<file path="config.mk">
export PLATFORM = sky130hd
export DESIGN_NAME = rr_fifo_arbiter
export DESIGN_NICKNAME = d
export VERILOG_FILES = /design/src/rtl/rr_fifo_arbiter.sv
export SDC_FILE = /design/constraint.sdc
export NUM_CORES = 1
export LEC_CHECK = 0
export BUFFER_PORTS_ARGS = -buffer_cell sky130_fd_sc_hd__buf_2
export CAP_MARGIN = 20
export CORE_MARGIN = 10
export CORE_UTILIZATION = 25
export DETAILED_ROUTE_END_ITERATION = 8
export PLACE_DENSITY = 0.71
export REMOVE_ABC_BUFFERS = 1
export SLEW_MARGIN = 10
export SYNTH_ARGS = -nofsm -noshare
export SYNTH_HDL_FRONTEND = slang
export SYNTH_SLANG_ARGS = --single-unit
</file>
<file path="constraint.sdc">
create_clock -name clk -period 3.86 [get_ports clk]
set_input_delay 0.193 -clock clk [delete_from_list [all_inputs] [get_ports clk]]
set_output_delay 0.193 -clock clk [all_outputs]
set_load 0.1 [all_outputs]
</file>
<file path="src/rtl/rr_fifo_arbiter.sv">
// rtl/rr_fifo_arbiter.sv - round-robin burst arbiter feeding one shared write FIFO
//
// Ports:
//   clk            sole clock, rising edge
//   rst            synchronous active-high reset
//   req_valid      per-requester beat valid
//   req_data       per-requester beat data
//   req_ready      per-requester beat accepted
//   fifo_in_valid  write strobe to the shared FIFO
//   fifo_in_data   write data to the shared FIFO
//   fifo_in_src    requester index of the written beat
//   fifo_full      shared FIFO full flag
//   grant_active   high while a requester owns the FIFO
//   grant_idx      current or most recent granted requester

module rr_fifo_arbiter #(
  parameter int NUM_REQ   = 4,
  parameter int BIT_WIDTH = 32,
  parameter int MAX_BURST = 4,
  parameter int IDX_W     = $clog2(NUM_REQ),
  parameter int CNT_W     = $clog2(MAX_BURST + 1)
) (
  input  logic                                clk,
  input  logic                                rst,
  input  logic [NUM_REQ-1:0]                  req_valid,
  input  logic [NUM_REQ-1:0][BIT_WIDTH-1:0]   req_data,
  output logic [NUM_REQ-1:0]                  req_ready,
  output logic                                fifo_in_valid,
  output logic [BIT_WIDTH-1:0]                fifo_in_data,
  output logic [IDX_W-1:0]                    fifo_in_src,
  input  logic                                fifo_full,
  output logic                                grant_active,
  output logic [IDX_W-1:0]                    grant_idx
);

  typedef enum logic [0:0] {
    IDLE  = 1'b0,
    GRANT = 1'b1
  } state_t;

  localparam logic [CNT_W-1:0] LAST_BEAT   = CNT_W'(MAX_BURST - 1);
  localparam logic [IDX_W-1:0] RESET_LAST  = IDX_W'(NUM_REQ - 1);

  state_t           state;
  logic [IDX_W-1:0] last_winner;
  logic [CNT_W-1:0] beat_cnt;

  logic             owner_valid;
  logic             beat_xfer;
  logic             any_req;
  logic [IDX_W-1:0] next_idx;
  int               cand;

  // Rotating priority search: the requester just after last_winner has
  // the highest priority, wrapping around past NUM_REQ-1 back to 0.
  always_comb begin
    any_req  = 1'b0;
    next_idx = '0;
    cand     = 0;
    for (int k = 1; k <= NUM_REQ; k++) begin
      cand = (int'(last_winner) + k) % NUM_REQ;
      if (!any_req && req_valid[IDX_W'(cand)]) begin
        any_req  = 1'b1;
        next_idx = IDX_W'(cand);
      end
    end
  end

  // Only the owner's valid matters during a grant; other requesters are
  // ignored until the arbiter is back in IDLE.
  assign owner_valid = req_valid[grant_idx];

  // Reset gates the handshake so nothing is written in the reset cycle,
  // even if a burst was in flight.
  assign beat_xfer = (state == GRANT) && owner_valid && !fifo_full && !rst;

  always_comb begin
    req_ready = '0;
    if ((state == GRANT) && !fifo_full && !rst) begin
      req_ready[grant_idx] = 1'b1;
    end
  end

  assign fifo_in_valid = beat_xfer;
  assign fifo_in_data  = req_data[grant_idx];
  assign fifo_in_src   = grant_idx;
  assign grant_active  = (state == GRANT);

  always_ff @(posedge clk) begin
    if (rst) begin
      state       <= IDLE;
      last_winner <= RESET_LAST;
      grant_idx   <= '0;
      beat_cnt    <= '0;
    end else begin
      case (state)
        IDLE: begin
          beat_cnt <= '0;
          if (any_req) begin
            grant_idx <= next_idx;
            state     <= GRANT;
          end
        end
        GRANT: begin
          if (!owner_valid) begin
            // Owner finished early: hand the FIFO back.
            state       <= IDLE;
            last_winner <= grant_idx;
            beat_cnt    <= '0;
          end else if (beat_xfer) begin
            if (beat_cnt == LAST_BEAT) begin
              state       <= IDLE;
              last_winner <= grant_idx;
              beat_cnt    <= '0;
            end else begin
              beat_cnt <= beat_cnt + 1'b1;
            end
          end
          // A full FIFO with valid still asserted simply holds everything.
        end
        default: begin
          state <= IDLE;
        end
      endcase
    end
  end

endmodule
</file>
# ---- After elaboration in Yosys (flattened, before gate mapping)
# Cells that the tools add are included.
dict set report word_totals {
  elab_cells 75
  input_bits 135
  out_inout_bits 42
  register_bits 8
}
dict set report classes {
  add_sub_neg 5
  magnitude_cmp 6
  n_reduce_logical 16
  eq_ne 4
  bitwise 1
  n_mux 39
}
# operator n
set op_table {}
lappend op_table {{$bmux W32 S2} 1}
lappend op_table {{$mux W32} 1}
lappend op_table {{$mux W1} 18}
lappend op_table {{$lt A2 B4 Y1 const B} 4}
lappend op_table {{$mux W2} 7}
lappend op_table {{$bmux W1 S2} 5}
lappend op_table {{$logic_and A1 B1 Y1} 9}
lappend op_table {{$mux W3} 3}
lappend op_table {{$pmux W3 S2} 1}
lappend op_table {{$logic_not A1 Y1} 5}
lappend op_table {{$add A2 B1 Y2 const B} 2}
lappend op_table {{$add A2 B2 Y2 const B} 2}
lappend op_table {{$mux W4} 1}
lappend op_table {{$add A3 B1 Y3 const B} 1}
lappend op_table {{$eq A3 B2 Y1 const B} 1}
lappend op_table {{$lt A2 B3 Y1 const B} 1}
lappend op_table {{$ne A3 B3 Y1 const B} 1}
lappend op_table {{$reduce_and A3 Y1} 1}
lappend op_table {{$demux W1 S2} 1}
lappend op_table {{$ge A2 B1 Y1 const B} 1}
lappend op_table {{$ne A2 B1 Y1 const B} 1}
lappend op_table {{$ne A2 B2 Y1 const B} 1}
lappend op_table {{$pmux W1 S2} 1}
lappend op_table {{$reduce_and A2 Y1} 1}
lappend op_table {{$not A1 Y1} 1}

# ---- Logic depth before layout (Yosys ltp)
dict set report logic_depth {
  depth_word 16
  ltp_mapped 5
  depth_no_buf 5
}

# ---- Worst setup path after synthesis
# No wires, ideal clock.
dict set report synth_path {
  path_type {register to output}
  from {register grant_idx[1] (netlist: fifo_in_src[1])}
  to {output req_ready[2]}
  stages_incl_launch_ff 5
  t_arrival_ps 3552
  n_path_buf 2
  slack_ps 115
  required_ps 3667
  path_cell_list {dfxtp_1 > buf_4 > buf_6 > inv_1 > nor3_1}
}
dict set report synth_via {
  elab_chain_cells 5
  elab_cells_between_ends 6
  classes_between {2 x order compare; 3 x mux; 1 x reduce/logical}
}
# item line
set synth_lines {}
lappend synth_lines {{start, declared} 33} ;# output logic [IDX_W-1:0] grant_idx
lappend synth_lines {{start signal, assigned} 100} ;# grant_idx <= next_idx;
lappend synth_lines {{$lt A2 B3 Y1 (not written as such) or $ge A2 B1 Y1 (tied branches)} 80} ;# req_ready[grant_idx] = 1'b1;
lappend synth_lines {{$logic_and A1 B1 Y1 (not written as such)} 80}
lappend synth_lines {{$mux W1 (not written as such)} 80}
lappend synth_lines {{$demux W1 S2 (*)} 80}
lappend synth_lines {{$mux W4 (*)} 79} ;# if ((state == GRANT) && !fifo_full && !rst) begin
lappend synth_lines {{end, declared} 27} ;# output logic [NUM_REQ-1:0] req_ready,
# Every way passes the cells marked *; elsewhere a longest branch is shown, timed or not.

# ---- Worst setup path after layout
dict set report layout_path {
  from {register grant_idx[0] (netlist: fifo_in_src[0])}
  to {output fifo_in_data[22]}
}
dict set report layout_via {
  elab_chain_cells 2
}
# item line
set layout_lines {}
lappend layout_lines {{$bmux W32 S2} 85} ;# assign fifo_in_data = req_data[grant_idx];
lappend layout_lines {{$mux W32 (not written as such)} 85}
lappend layout_lines {{end, declared} 29} ;# output logic [BIT_WIDTH-1:0] fifo_in_data,
# No other way between the ends. The select of a mux whose other input is x is not followed.

==> results.txt <==
* Status: completed
- Synth Instances: about 110
- Setup repair after global routing missed its margin: no
- Total routing usage reported by global routing: 14.5%
* Netlist area before placement: 1310 µm²
- Dividing the synthesized area by the synthesized cell count gives 11.8 µm².
- Of the available clock period, the critical path in the final layout requires roughly 65%.
* Number of pins with negative max-slew slack in the final report: 0
* Placed cell count: between 300 and 400
- Number of CTS-inserted buffers: 3
- Across the run, the number of max-cap violations was 0.
- Layout cell share with drive strength beyond 1: 76.5%
- Excluding fillers, the count of instances in the completed layout stands at 351.
* Area share of the largest cell type after synthesis: 55.2%
- Of the synthesized area, sequential elements account for 12.3%.
- Standard-cell row count: 26
- Among all flip-flop cells after synthesis, the most frequent one is sky130_fd_sc_hd__dfxtp_1.
* Final period demand of the worst path: 2.49 ns
- Number of violations reported at the end of detailed-routing iteration 0: 57
* Category of the worst setup path capture point: primary output
- The die is a little over 90 µm tall.
- The first detailed-routing pass took 4 iterations.
- After legalization and detailed placement, the total HPWL measured 6270 µm.
- Ranked by instance count, the synthesized netlist is headed by sky130_fd_sc_hd__mux4_2, sky130_fd_sc_hd__nor2_1, sky130_fd_sc_hd__dfxtp_1, sky130_fd_sc_hd__nand2_1.
* Final Net Count: 419
- Remaining routing DRC violations: 0
- Final wirelength: 6920 µm
- Leftover overflow at the end of global routing: 0
- Clock-pin slew was measured on the worst setup and hold paths at roughly 0.040 ns.
* Via density per instance: 4.87
- Data on the critical path arrives at its endpoint at 2.30 ns.
- Clock latency reported for the late side of the worst-skew pair: 0.22 ns
* Critical path class: flip-flop to primary output
* Initial antenna violation count: 0
- Number of unique standard cell types used by synthesis: 26
- Worst setup SP type: flip-flop
- Number of warnings reported in the yosys synthesis log: 0
* Initial Utilization: 25.7%
* Pre-CTS setup slack: roughly 1.5 ns
- In this run, post-CTS hold repair placed 0 buffers.
- Core outline area: 5070 µm²
* Setup WS post-layout: 1.37 ns
* Via count of the first global-routing pass: between 1500 and 2000
* Number of sinks driven by the clock tree: 8
* TritonCTS clock tree: built
- Critical Path Fanout Max: 27
- Routability congestion estimate from global placement: about 0.96
* Slew HR: 40.9%
* CTS max path bufs: 2
* Most area-hungry cell type in the Yosys netlist: sky130_fd_sc_hd__mux4_2
- Slowest cell on the critical path: sky130_fd_sc_hd__dfxtp_2
- In this run the post-CTS setup repair buffer count came out at 0.
* Post-cts repair resize count: 0
- Number of antenna repair diodes: 0
- Counting flops with a built-in enable in the synthesized netlist gives 0.
* Area growth from synthesis to final layout: 72.6%
* Req. time, crit path: 3.67 ns
* Leakage Power: 1.12 nW
* Maximum ir drop on the vdd rail: 0.000265 V
* Die Footprint: approximately 8500 µm²
- In this design, the stage delay of the slowest critical-path cell is 0.82 ns.
* H-tree Lvls: 1
* Die width: 92.3 µm
* Worst Skew: 0.00101 ns
- Setup violations remaining at the end of the flow were counted as 0.
- Maximum number of pins on one net before global-route repair: 41
- In this run the count of I/O pins placed on the die edge is ~180.
- For this design the ratio of total power to cell area is 452 nW/µm².
- CTS placed an instance of sky130_fd_sc_hd__clkbuf_8 at the clock tree root.
- The signal on the critical path passes through buf_4, mux4_2, buf_2.
- Multi-input combinational cell area: 1060 µm²
- The first global-routing pass estimated 10100 µm of wire.
- Post-route core utilization: between 40 and 50%
* Tightest hold margin: 0.195 ns
* Slew at the pin closest to its max-slew limit: 0.887 ns
* Post-DR wirelength/cell: 19.7 µm
- Area taken by flip-flops and latches: 163 µm²
- The number of hold-slack violations in the final timing report was 0.
- Tightest Hold Check Type: input port to flip-flop
* Number of synthesized register bits: 8
* Port Buffer Count: 176
- For this run, asynchronously set or reset flops after synthesis account for 0%.
- Across all layers, the routed design uses 1710 vias.
* Synth area leaders: sky130_fd_sc_hd__mux4_2, sky130_fd_sc_hd__dfxtp_1, sky130_fd_sc_hd__buf_4
* Final ANT Viol Nets: 0
- The filler cells instantiated in the layout total 496.
- Most instantiated library cell after synthesis: sky130_fd_sc_hd__mux4_2
* F_max: ~400 MHz
cells by family after synthesis:
family | after synthesis | synth area share (%)
compound gates | 14 | 7.28
fa+ha+maj | 1 | 0.958
buf+inv | 15 | 6.90
flops | 8 | 12.3
mux | 36 | 58.2
simple gates | 37 | 14.4
metal layers:
metal  vias up  part of all wire (%)  global-route usage [%]
met3         6                   8.2                    4.07
li1        794                     -                       -
met1       821                    37                    16.4
met2        89                    54                    26.6
met5         -                     0                       0
met4         0                  0.85                    2.70
flip-flops by register name (all words and copies together) (netlist names):
register      count
beat_cnt          3
fifo_in_src       2
grant_active      1
last_winner       2
critical path: cells and delay by family (launching register included):
kind / cells / cell delay, ns
DFF: 1 / 0.82
buffers and inverters: 2 / 0.71
muxes: 1 / 0.54
cells in the final DEF, fill, tap and decap left out, types with 3 or more instances in the layout:
| cell | n |
|---|---|
| sky130_fd_sc_hd__buf_2 | 176 |
| sky130_fd_sc_hd__clkbuf_8 | 3 |
| sky130_fd_sc_hd__mux2i_1 | 4 |
| sky130_fd_sc_hd__nand2b_1 | 3 |
| sky130_fd_sc_hd__a21oi_1 | 6 |
| sky130_fd_sc_hd__nor2b_1 | 4 |
| sky130_fd_sc_hd__nor2_1 | 9 |
| sky130_fd_sc_hd__dfxtp_1 | 6 |
| sky130_fd_sc_hd__nor3_1 | 6 |
| sky130_fd_sc_hd__mux4_2 | 32 |
| sky130_fd_sc_hd__nand2_1 | 7 |
| sky130_fd_sc_hd__inv_1 | 5 |
worst paths after layout:
path,startpoint,to,slack (ns),depth (start not counted)
min,rst,fifo_in_src[1],0.20,2
min reg2reg,beat_cnt[2],beat_cnt[2],0.47,2
max,fifo_in_src[0],fifo_in_data[22],1.37,3
max reg2reg,fifo_in_src[1],last_winner[1],2.06,4
stage by stage:
step | total power [mW] | instance area, µm² | TNS [ns]
2_1_floorplan | 0.781 | 1230 | -13.79
3_3_place_gp | 0.923 | 2210 | 0
3_5_place_dp | 0.928 | 2210 | 0
4_1_cts | 1.03 | 2250 | 0
5_1_grt | 1.06 | 2250 | 0
6_report | 1.02 | 2250 | 0
final cells by class:
type / count / area share [%]
multi-input cells: 88 / 46.8
repair buffers: 177 / 39.4
flip-flops and latches: 8 / 7.21
well taps: 70 / 3.88
clock buffers: 3 / 1.83
inverters: 5 / 0.832
report_power, final:
group	internal [mW]	switching, mW	leakage [nW]	total [mW]
logic	0.200	0.593	1.03	0.792
clock network	0.0672	0.0284	0.0216	0.0956
registers	0.0905	0.0399	0.0663	0.130
total	0.357	0.661	1.12	1.02
Note: power is estimated with default switching activity, not from simulation.
